==> src/rtl/pool_pkg.sv <==
// Shared sizing helpers and sample type for the max-pool / ReLU stream stage.
package pool_pkg;

  localparam int SAMPLE_W = 16;
  localparam int LEN_DEF  = 39;
  localparam int P_DEF    = 3;

  function automatic int ceil_div(input int a, input int b);
    return (a + b - 1) / b;
  endfunction

  // Width able to hold 0..n-1, never narrower than one bit.
  function automatic int cnt_w(input int n);
    return (n < 2) ? 1 : $clog2(n);
  endfunction

  localparam int OUTS_PER_FRAME = ceil_div(LEN_DEF, P_DEF);

  typedef logic signed [SAMPLE_W-1:0] sample_t;

endpackage

==> src/rtl/pool_out_fifo.sv <==
// Synchronous output FIFO for pooled results; head is readable combinationally.
module pool_out_fifo #(
  parameter int W     = 16,
  parameter int DEPTH = 4
) (
  input  logic                     clk,
  input  logic                     reset,
  input  logic                     push,
  input  logic [W-1:0]             push_data,
  input  logic                     pop,
  output logic [W-1:0]             pop_data,
  output logic                     full,
  output logic                     empty,
  output logic [$clog2(DEPTH):0]   count
);
  localparam int AW = $clog2(DEPTH);
  localparam int CW = AW + 1;

  logic [W-1:0]  mem [DEPTH];
  logic [AW-1:0] wr_ptr;
  logic [AW-1:0] rd_ptr;
  logic          wr_en;
  logic          rd_en;

  assign wr_en = push && !full;
  assign rd_en = pop && !empty;

  always_ff @(posedge clk) begin
    if (reset) begin
      wr_ptr <= '0;
      rd_ptr <= '0;
      count  <= '0;
    end else begin
      if (wr_en) wr_ptr <= wr_ptr + AW'(1);
      if (rd_en) rd_ptr <= rd_ptr + AW'(1);
      case ({wr_en, rd_en})
        2'b10:   count <= count + CW'(1);
        2'b01:   count <= count - CW'(1);
        default: count <= count;
      endcase
    end
  end

  // Storage carries data only, so it is left out of reset.
  always_ff @(posedge clk) begin
    if (wr_en) mem[wr_ptr] <= push_data;
  end

  assign pop_data = mem[rd_ptr];
  assign full     = (count == CW'(DEPTH));
  assign empty    = (count == '0);

endmodule

==> src/rtl/maxpool_relu_stream.sv <==
// Streaming 1-D max-pool with optional ReLU; pooled values queue in a small FIFO.
module maxpool_relu_stream
  import pool_pkg::*;
#(
  parameter int T     = SAMPLE_W,
  parameter int LEN   = LEN_DEF,
  parameter int P     = P_DEF,
  parameter int RELU  = 1,
  parameter int DEPTH = 4
) (
  input  logic         clk,
  input  logic         reset,
  input  logic [T-1:0] s_data_in_x,
  input  logic         s_valid_x,
  output logic         s_ready_x,
  output logic [T-1:0] m_data_out_y,
  output logic         m_valid_y,
  input  logic         m_ready_y
);
  localparam int WIN_W = cnt_w(P);
  localparam int FRM_W = cnt_w(LEN);
  localparam int CNT_W = $clog2(DEPTH) + 1;
  localparam logic [WIN_W-1:0] WIN_LAST = WIN_W'(P - 1);
  localparam logic [FRM_W-1:0] FRM_LAST = FRM_W'(LEN - 1);

  function automatic logic signed [T-1:0] smax(input logic signed [T-1:0] a,
                                               input logic signed [T-1:0] b);
    return (b > a) ? b : a;
  endfunction

  function automatic logic signed [T-1:0] relu_clamp(input logic signed [T-1:0] v);
    if (RELU != 0 && v < 0) return '0;
    return v;
  endfunction

  logic [WIN_W-1:0]    win_cnt;
  logic [FRM_W-1:0]    frm_cnt;
  logic signed [T-1:0] acc_p1;

  logic signed [T-1:0] x_p0;
  logic signed [T-1:0] max_p0;
  logic signed [T-1:0] res_p0;
  logic                vld_p0;
  logic                frm_end_p0;
  logic                close_p0;

  logic [T-1:0]        fifo_head;
  logic                fifo_full;
  logic                fifo_empty;
  logic [CNT_W-1:0]    fifo_count;
  logic                pop;

  // Stage p0: accepted sample folded into the running window maximum.
  assign x_p0       = $signed(s_data_in_x);
  assign vld_p0     = s_valid_x && s_ready_x;
  assign max_p0     = (win_cnt == '0) ? x_p0 : smax(acc_p1, x_p0);
  assign frm_end_p0 = (frm_cnt == FRM_LAST);
  assign close_p0   = vld_p0 && ((win_cnt == WIN_LAST) || frm_end_p0);
  assign res_p0     = relu_clamp(max_p0);

  // Stage p1: window state; a closing sample also ends the window, so windows never straddle frames.
  always_ff @(posedge clk) begin
    if (reset) begin
      acc_p1  <= '0;
      win_cnt <= '0;
      frm_cnt <= '0;
    end else if (vld_p0) begin
      acc_p1  <= max_p0;
      win_cnt <= close_p0 ? '0 : win_cnt + WIN_W'(1);
      frm_cnt <= frm_end_p0 ? '0 : frm_cnt + FRM_W'(1);
    end
  end

  assign pop = m_valid_y && m_ready_y;

  pool_out_fifo #(
    .W     (T),
    .DEPTH (DEPTH)
  ) u_fifo (
    .clk       (clk),
    .reset     (reset),
    .push      (close_p0),
    .push_data (res_p0),
    .pop       (pop),
    .pop_data  (fifo_head),
    .full      (fifo_full),
    .empty     (fifo_empty),
    .count     (fifo_count)
  );

  // Ready depends only on registered FIFO occupancy, never on m_ready_y.
  assign s_ready_x    = !fifo_full;
  assign m_valid_y    = (fifo_count != '0);
  assign m_data_out_y = fifo_empty ? '0 : fifo_head;

endmodule
==> config.mk <==
export PLATFORM = sky130hd
export DESIGN_NAME = maxpool_relu_stream
export DESIGN_NICKNAME = d
export VERILOG_FILES = /design/src/rtl/pool_pkg.sv /design/src/rtl/pool_out_fifo.sv /design/src/rtl/maxpool_relu_stream.sv
export SDC_FILE = /design/constraint.sdc
export NUM_CORES = 1
export LEC_CHECK = 0
export ABC_AREA = 1
export BUFFER_PORTS_ARGS = -buffer_cell sky130_fd_sc_hd__buf_2
export CAP_MARGIN = 20
export CORE_ASPECT_RATIO = 0.9
export CORE_MARGIN = 10
export CORE_UTILIZATION = 25
export DETAILED_ROUTE_END_ITERATION = 6
export SETUP_SLACK_MARGIN = 0.3
export SLEW_MARGIN = 10
export SYNTH_ARGS = -nofsm -noshare
export SYNTH_HDL_FRONTEND = slang
export SYNTH_HIERARCHICAL = 1
export SYNTH_SLANG_ARGS = --single-unit
==> constraint.sdc <==
create_clock -name clk -period 2.36 [get_ports clk]
set_clock_uncertainty 0.05 [all_clocks]
set_input_delay 0.472 -clock clk [delete_from_list [all_inputs] [get_ports clk]]
set_output_delay 0.472 -clock clk [all_outputs]
set_load 0.005 [all_outputs]
Yosys cells after proc, flatten, opt, wreduce, memory -nomap -nowiden
Memory sizes are Yosys's and may differ from the RTL's. A register that Yosys moved wholly into a read port is not among the register bits.
Cells that the tools add are included.
Cells by class
  eq/ne operators: 5
  add/sub/neg operators: 6
  magnitude comparators: 2
  muxes and demuxes: 13
  reductions and logical operators: 12
Operator list (number)
  $mux W16: 5
  $gt A16 B16 Y1: 1
  $lt A16 B1 Y1 const B: 1
  $add A2 B1 Y2 const B: 3
  $add A6 B1 Y6 const B: 1
  $eq A6 B6 Y1 const B: 1
  $mux W2: 3
  $mux W6: 1
  $pmux W3 S2: 1
  $logic_and A1 B1 Y1: 5
  $eq A2 B2 Y1 const B: 2
  $add A3 B1 Y3 const B: 1
  $eq A3 B3 Y1 const B: 1
  $logic_not A3 Y1: 1
  $mux W1: 3
  $reduce_bool A3 Y1: 1
  $sub A3 B1 Y3 const B: 1
  $eq A2 B1 Y1 const B: 1
  $logic_not A1 Y1: 2
  $logic_not A2 Y1: 1
  $reduce_bool A2 Y1: 1
  $logic_or A1 B1 Y1: 1
Word-level totals
  bits in writable memories: 64
  word-level logic and storage cells: 45
  output and inout bits: 18
  register bits after elaboration: 31
  bits of input ports: 20
  memories kept: 1
Memory list
  u_fifo.mem: depth 4, width 16, rd ports 1, clocked after Yosys merged registers in 1, write ports 1, RTL line pool_out_fifo.sv:19  | logic [W-1:0] mem [DEPTH];

Logic depth before layout (Yosys ltp)
  word-level depth: 7
  mapped depth: 18

Hierarchy
Netlist, hierarchy kept.
Modules (own cells, without submodules)
  pool_out_fifo: sequential area each 2102.0 sq um, instances 1, cells an instance 224, area each 2851.5 sq um
  maxpool_relu_stream: sequential area each 480.5 sq um, instances 1, cells an instance 309, area each 2163.3 sq um

Worst setup path after synthesis
Ideal clock, no wire load.
  path kind: reg-to-reg
  from: register u_fifo.count[1]
  to: memory u_fifo.mem[0][0] (enable)
  setup slack: -179 ps
  library setup time: 389 ps
  data arrival time: 2100 ps
  buffers on the path: 0
  stages on the path, launching flop included: 11
  clock period less this slack: 2539 ps
  path through: dfxtp_1 -> inv_1 -> nand3_2 -> inv_1 -> inv_1 -> nand2_1 -> inv_1 -> nand4_1 -> o21ai_0 -> nand2_1 -> nor2_1
Between the ends
  cells in the longest elaborated chain, start to end: 7
RTL lines
  start, declared: RTL line pool_out_fifo.sv:14  | output logic [$clog2(DEPTH):0] count
  start signal, assigned: RTL line pool_out_fifo.sv:37  | 2'b10: count <= count + CW'(1);
  start signal, assigned: RTL line pool_out_fifo.sv:38  | 2'b01: count <= count - CW'(1);
  start signal, assigned: RTL line pool_out_fifo.sv:39  | default: count <= count;
  $eq A3 B3 Y1: RTL line pool_out_fifo.sv:50  | assign full = (count == CW'(DEPTH));
  via fifo_full: RTL line maxpool_relu_stream.sv:48  | logic fifo_full;
  $logic_not A1 Y1: RTL line maxpool_relu_stream.sv:92  | assign s_ready_x = !fifo_full;
  via s_ready_x: RTL line maxpool_relu_stream.sv:15  | output logic s_ready_x,
  $logic_and A1 B1 Y1: RTL line maxpool_relu_stream.sv:55  | assign vld_p0 = s_valid_x && s_ready_x;
  $logic_and A1 B1 Y1: RTL line maxpool_relu_stream.sv:58  | assign close_p0 = vld_p0 && ((win_cnt == WIN_LAST) || frm_end_p0);
  via close_p0: RTL line maxpool_relu_stream.sv:45  | logic close_p0;
  $logic_and A1 B1 Y1: RTL line pool_out_fifo.sv:25  | assign wr_en = push && !full;
  $mux W1: RTL line pool_out_fifo.sv:46  | if (wr_en) mem[wr_ptr] <= push_data;
  $mux W1 (not written as such): RTL line pool_out_fifo.sv:46
  end, declared: RTL line pool_out_fifo.sv:19
The timed path passes the listed nets, and every way through them passes these cells.

Worst setup path after layout
  from: register acc_p1[6]
  to: memory u_fifo.mem[1][11] (data pin)
Between the ends
  cells in the longest elaborated chain, start to end: 6
RTL lines
  start, declared: RTL line maxpool_relu_stream.sv:38  | logic signed [T-1:0] acc_p1;
  start signal, assigned: RTL line maxpool_relu_stream.sv:68  | acc_p1 <= max_p0;
  $gt A16 B16 Y1: RTL line maxpool_relu_stream.sv:28  | return (b > a) ? b : a;
  $mux W16 *: RTL line maxpool_relu_stream.sv:28
  $mux W16 *: RTL line maxpool_relu_stream.sv:56  | assign max_p0 = (win_cnt == '0) ? x_p0 : smax(acc_p1, x_p0);
  $lt A16 B1 Y1: RTL line maxpool_relu_stream.sv:32  | if (RELU != 0 && v < 0) return '0;
  $mux W1: RTL line maxpool_relu_stream.sv:32
  $mux W16 *: RTL line maxpool_relu_stream.sv:33  | return v;
  via res_p0[11]: RTL line maxpool_relu_stream.sv:42  | logic signed [T-1:0] res_p0;
The timed path passes the listed nets; every way through them passes the cells marked *.

==> results.txt <==
By count the netlist is led by inv_1 (84), nor2_1 (69), edfxtp_1 (64). The area share of the largest cell type after synthesis came out at 0.3832. Summed over all layers, the global routing overflow is 0. In the routed design, unresolved DRC markers number 0.

The region available for standard cell placement spans between 15,000 and 20,000 sq um. The slowest stage of the critical path belongs to the cell dfxtp_2. The die span in y is 154.4 um. Counting the buffers created by CTS gives 9. The count of filler cells inserted in the layout came out at between 1,500 and 2,000. The worst setup path is launched from a flip-flop. Of the total power, registers draw 0.449.

The area of the mapped netlist is 5015 sq um. The signal on the critical path passes through inv_2 -> ha_4 -> nand2_4 -> nor2_4 -> nand3_2 -> nand3_2 -> nand2_2 -> nand2_1 -> nand2_1 -> nand2_2 -> nand2_4 -> nand2_8 -> nand2_8 -> nand2_8 -> buf_12 -> a21oi_4. The average instance area after synthesis came out at roughly 9.4 sq um. The overall die area is between 20,000 and 30,000 sq um. Broken down by cell family, the worst path's largest delay share belongs to simple AND/OR/NAND/NOR gates. The share of total power dissipated in combinational logic is 0.211.

The portion of the post-synthesis area used by sequential elements came out at 0.5150. The global placement routability congestion is 0.7307. The transition time at the pin with the least slew margin is a little over 500 ps. The clock tree root buffer cell is clkbuf_16. The first global-routing pass estimated slightly below 20 mm of wire. In this run the remaining antenna-violating nets after routing total 0. The TritonCTS clock tree is built. Across the run, the number of max-cap violations was 0. After synthesis the netlist holds a flip-flop and latch count of 97. The number of instances in the synthesized netlist is 533. The largest net degree at the start of global routing is 22. In the post-synthesis netlist, the biggest area contributors are edfxtp_1 (38%), dfxtp_1 (13%), inv_1 (6.3%), ha_1 (6.2%), nor2_1 (5.2%). The internal portion of the total power is roughly 3.1 mW. The synthesized design spends more area on one cell type than any other, namely edfxtp_1. Summed over all nets, the half-perimeter wirelength after detailed placement is about 8.3 mm. For this run, the total global-route usage over all layers was measured as 0.09031. From synthesis to final layout, the design area changed by 39.60%.

Along the worst path, the maximum fanout reaches 7. The CTS H-tree depth is 3. After floorplanning, the core was divided into slightly below 50 placement rows. The worst hold slack is about 430 ps. Setup violations remaining at the end of the flow were counted as 0. The final period demand of the worst path came out at between 2000 and 2500 ps. The share of total power dissipated in the clock network is 0.341.

The min-delay analysis places its worst path in the category reg -> reg. The sum of buffers and inverters on the critical path is 2. In the final layout, the share of cells above drive strength 1 is 0.4255. No sink is reached through more buffers than the 2 on the longest clock path.

The worst setup path is captured at a flip-flop. The footprint of the multi-input gates came out at 2545 sq um. The number of warnings printed during yosys synthesis came out at 6. The instance area after placement is ~6000 sq um. The initial core utilization came out at 0.2525. The critical path is of the reg -> reg type. The I/O pin count is 38. The worst path arrival time came out at roughly 2200 ps. The post-CTS clock slew at the launch and capture registers of the worst setup and hold paths is ~60 ps. The first TritonRoute pass finished after 4 iterations. The detailed-route wire length per cell is 13.40 um. For this run, asynchronously set or reset flops after synthesis account for 0.

The count of distinct cell types in the synthesized netlist came out at 38. The initial antenna violation count is 1. The number of global-route vias before repair came out at roughly 3,700.

The clock sink total is 97. The clock latency reported for the late side of the worst-skew pair is 330 ps. In this design, the critical path's most frequently occurring cell is nand2_8.

The count of port buffers added during placement came out at 37. Setup repair after global routing could not meet its margin everywhere. The total power density per cell area is 608.4 nW/um^2. In the final design database the tool counted approximately 690 nets.

The most common cell in the synthesized netlist is inv_1. The number of vias per cell came out at about 4.3. The run finished with clean final reports. The number of synthesized flops with an enable pin is 64. The final critical-path share of the clock period came out at 0.9148. Among all flip-flop cells after synthesis, the most frequent one is edfxtp_1. The top achievable clock speed is roughly 460 MHz. Headroom to the max-slew limit came out at 0.6596. The worst endpoint required time is roughly 2400 ps. The width of the chip is 169.3 um. Wires add up to 12.06 mm. The final number of max-transition violations came out at 0.

The area occupied by registers came out at roughly 2600 sq um. The maximum vdd drop came out at roughly 0.00041 V. Summed over all nets, the switching power comes to ~1.2 mW. The maximum single-stage delay on the critical path is ~340 ps.

The final design area excluding fillers is approximately 7000 sq um. The cell leakage power is approximately 2.9 nW. The number of DRC markers in iteration 0 came out at between 150 and 200. The switching power as a share of total power is 0.2715. The final hold violation count is 0.

The routed via count is ~3,800.
final cells by class:
| cell class | instances | share of cell area |
|---|---|---|
| Multi-Input combinational cell | 331 | 0.3635 |
| Tap cell | 255 | 0.04558 |
| Clock inverter | 6 | 0.009651 |
| Inverter | 88 | 0.05004 |
| Antenna cell | 1 | 0.0003575 |
| Clock buffer | 10 | 0.03271 |
| Timing Repair Buffer | 112 | 0.1249 |
| Sequential cell | 97 | 0.3732 |
kinds of logic (layout without fill, tap and decap cells):
logic type	after synthesis	count (layout)	share of synthesized area
adders and majority gates	26	26	0.06637
DFF	97	97	0.5150
xor gates and xnor gates	2	2	0.003494
and+or+nand+nor	198	198	0.2036
other	1	5	0.0007478
AOI/OAI and AO/OA	101	101	0.1135
buffers and inverters	108	216	0.09730
metal layers:
layer	share of wire	wire length (um)	track usage
met1	0.49	5869	0.1206
met2	0.46	5608	0.1407
met3	0.037	451	0.02356
met4	0.011	135	0.02505
met5	0	0	0
state kept, by name, summed over array words and instances, names as in the netlist, named ones only:
name,count
u_fifo/mem,64
frm_cnt,6
u_fifo/wr_ptr,2
u_fifo/count,3
acc_p1,16
win_cnt,2
u_fifo/rd_ptr,2
power groups by stage:
stage | registers [mW] | clock network (mW) | logic [mW]
2_1_floorplan | 1.94 | 0 | 0.500
6_report | 1.91 | 1.45 | 0.899
3_5_place_dp | 1.94 | 0 | 0.731
5_1_grt | 1.91 | 1.56 | 0.991
4_1_cts | 1.91 | 1.49 | 0.802
3_3_place_gp | 1.94 | 0 | 0.723
placed cells by master (no fill, tap or decap), types with 17 or more instances in the layout:
master / Yosys / layout
nand3_1: 30 / 18
inv_2: 3 / 17
buf_4: 3 / 61
inv_1: 84 / 65
buf_2: 6 / 37
edfxtp_1: 64 / 64
a21oi_1: 33 / 24
nor2_1: 69 / 65
nand2_1: 55 / 42
nand3_2: 13 / 23
o21ai_1: 30 / 27
worst paths after layout:
kind / to / slack (ps) / startpoint / depth (start not counted)
min: u_fifo/rd_ptr[0] / 430 / u_fifo/rd_ptr[0] / 2
max reg2reg: u_fifo/mem[1][11] / 200 / acc_p1[6] / 16
min reg2reg: u_fifo/rd_ptr[0] / 430 / u_fifo/rd_ptr[0] / 2
max: u_fifo/mem[1][11] / 200 / acc_p1[6] / 16
worst min-delay path, delay by kind of cell, from the launching register on:
| kind | cells | cell delay, ps |
|---|---|---|
| flops | 1 | 330 |
| simple gates | 1 | 70 |
| compound gates | 1 | 50 |
timing repair:
| item | CTS | global route |
|---|---|---|
| pin swaps | 18 | 40 |
| hold endpoints to repair | 0 | 0 |
| buffers inserted | 16 | 16 |
| hold buffers | 0 | 0 |
| resized for setup | 45 | 71 |
| endpoints found under the setup margin | 106 | 157 |
through the flow:
step	setup WS (ps)	total power [mW]	setup TNS, ps	instances	util
2_1_floorplan	234.6	2.437	0	536	-
3_3_place_gp	-111.6	2.665	-4696	851	0.3032
3_5_place_dp	-153.1	2.673	-5036	851	0.3032
4_1_cts	169.2	4.201	0	883	0.3328
5_1_grt	85.49	4.467	0	899	0.3523
6_report	201.0	4.259	0	900	0.3524
(Power assumes the default switching activity.)
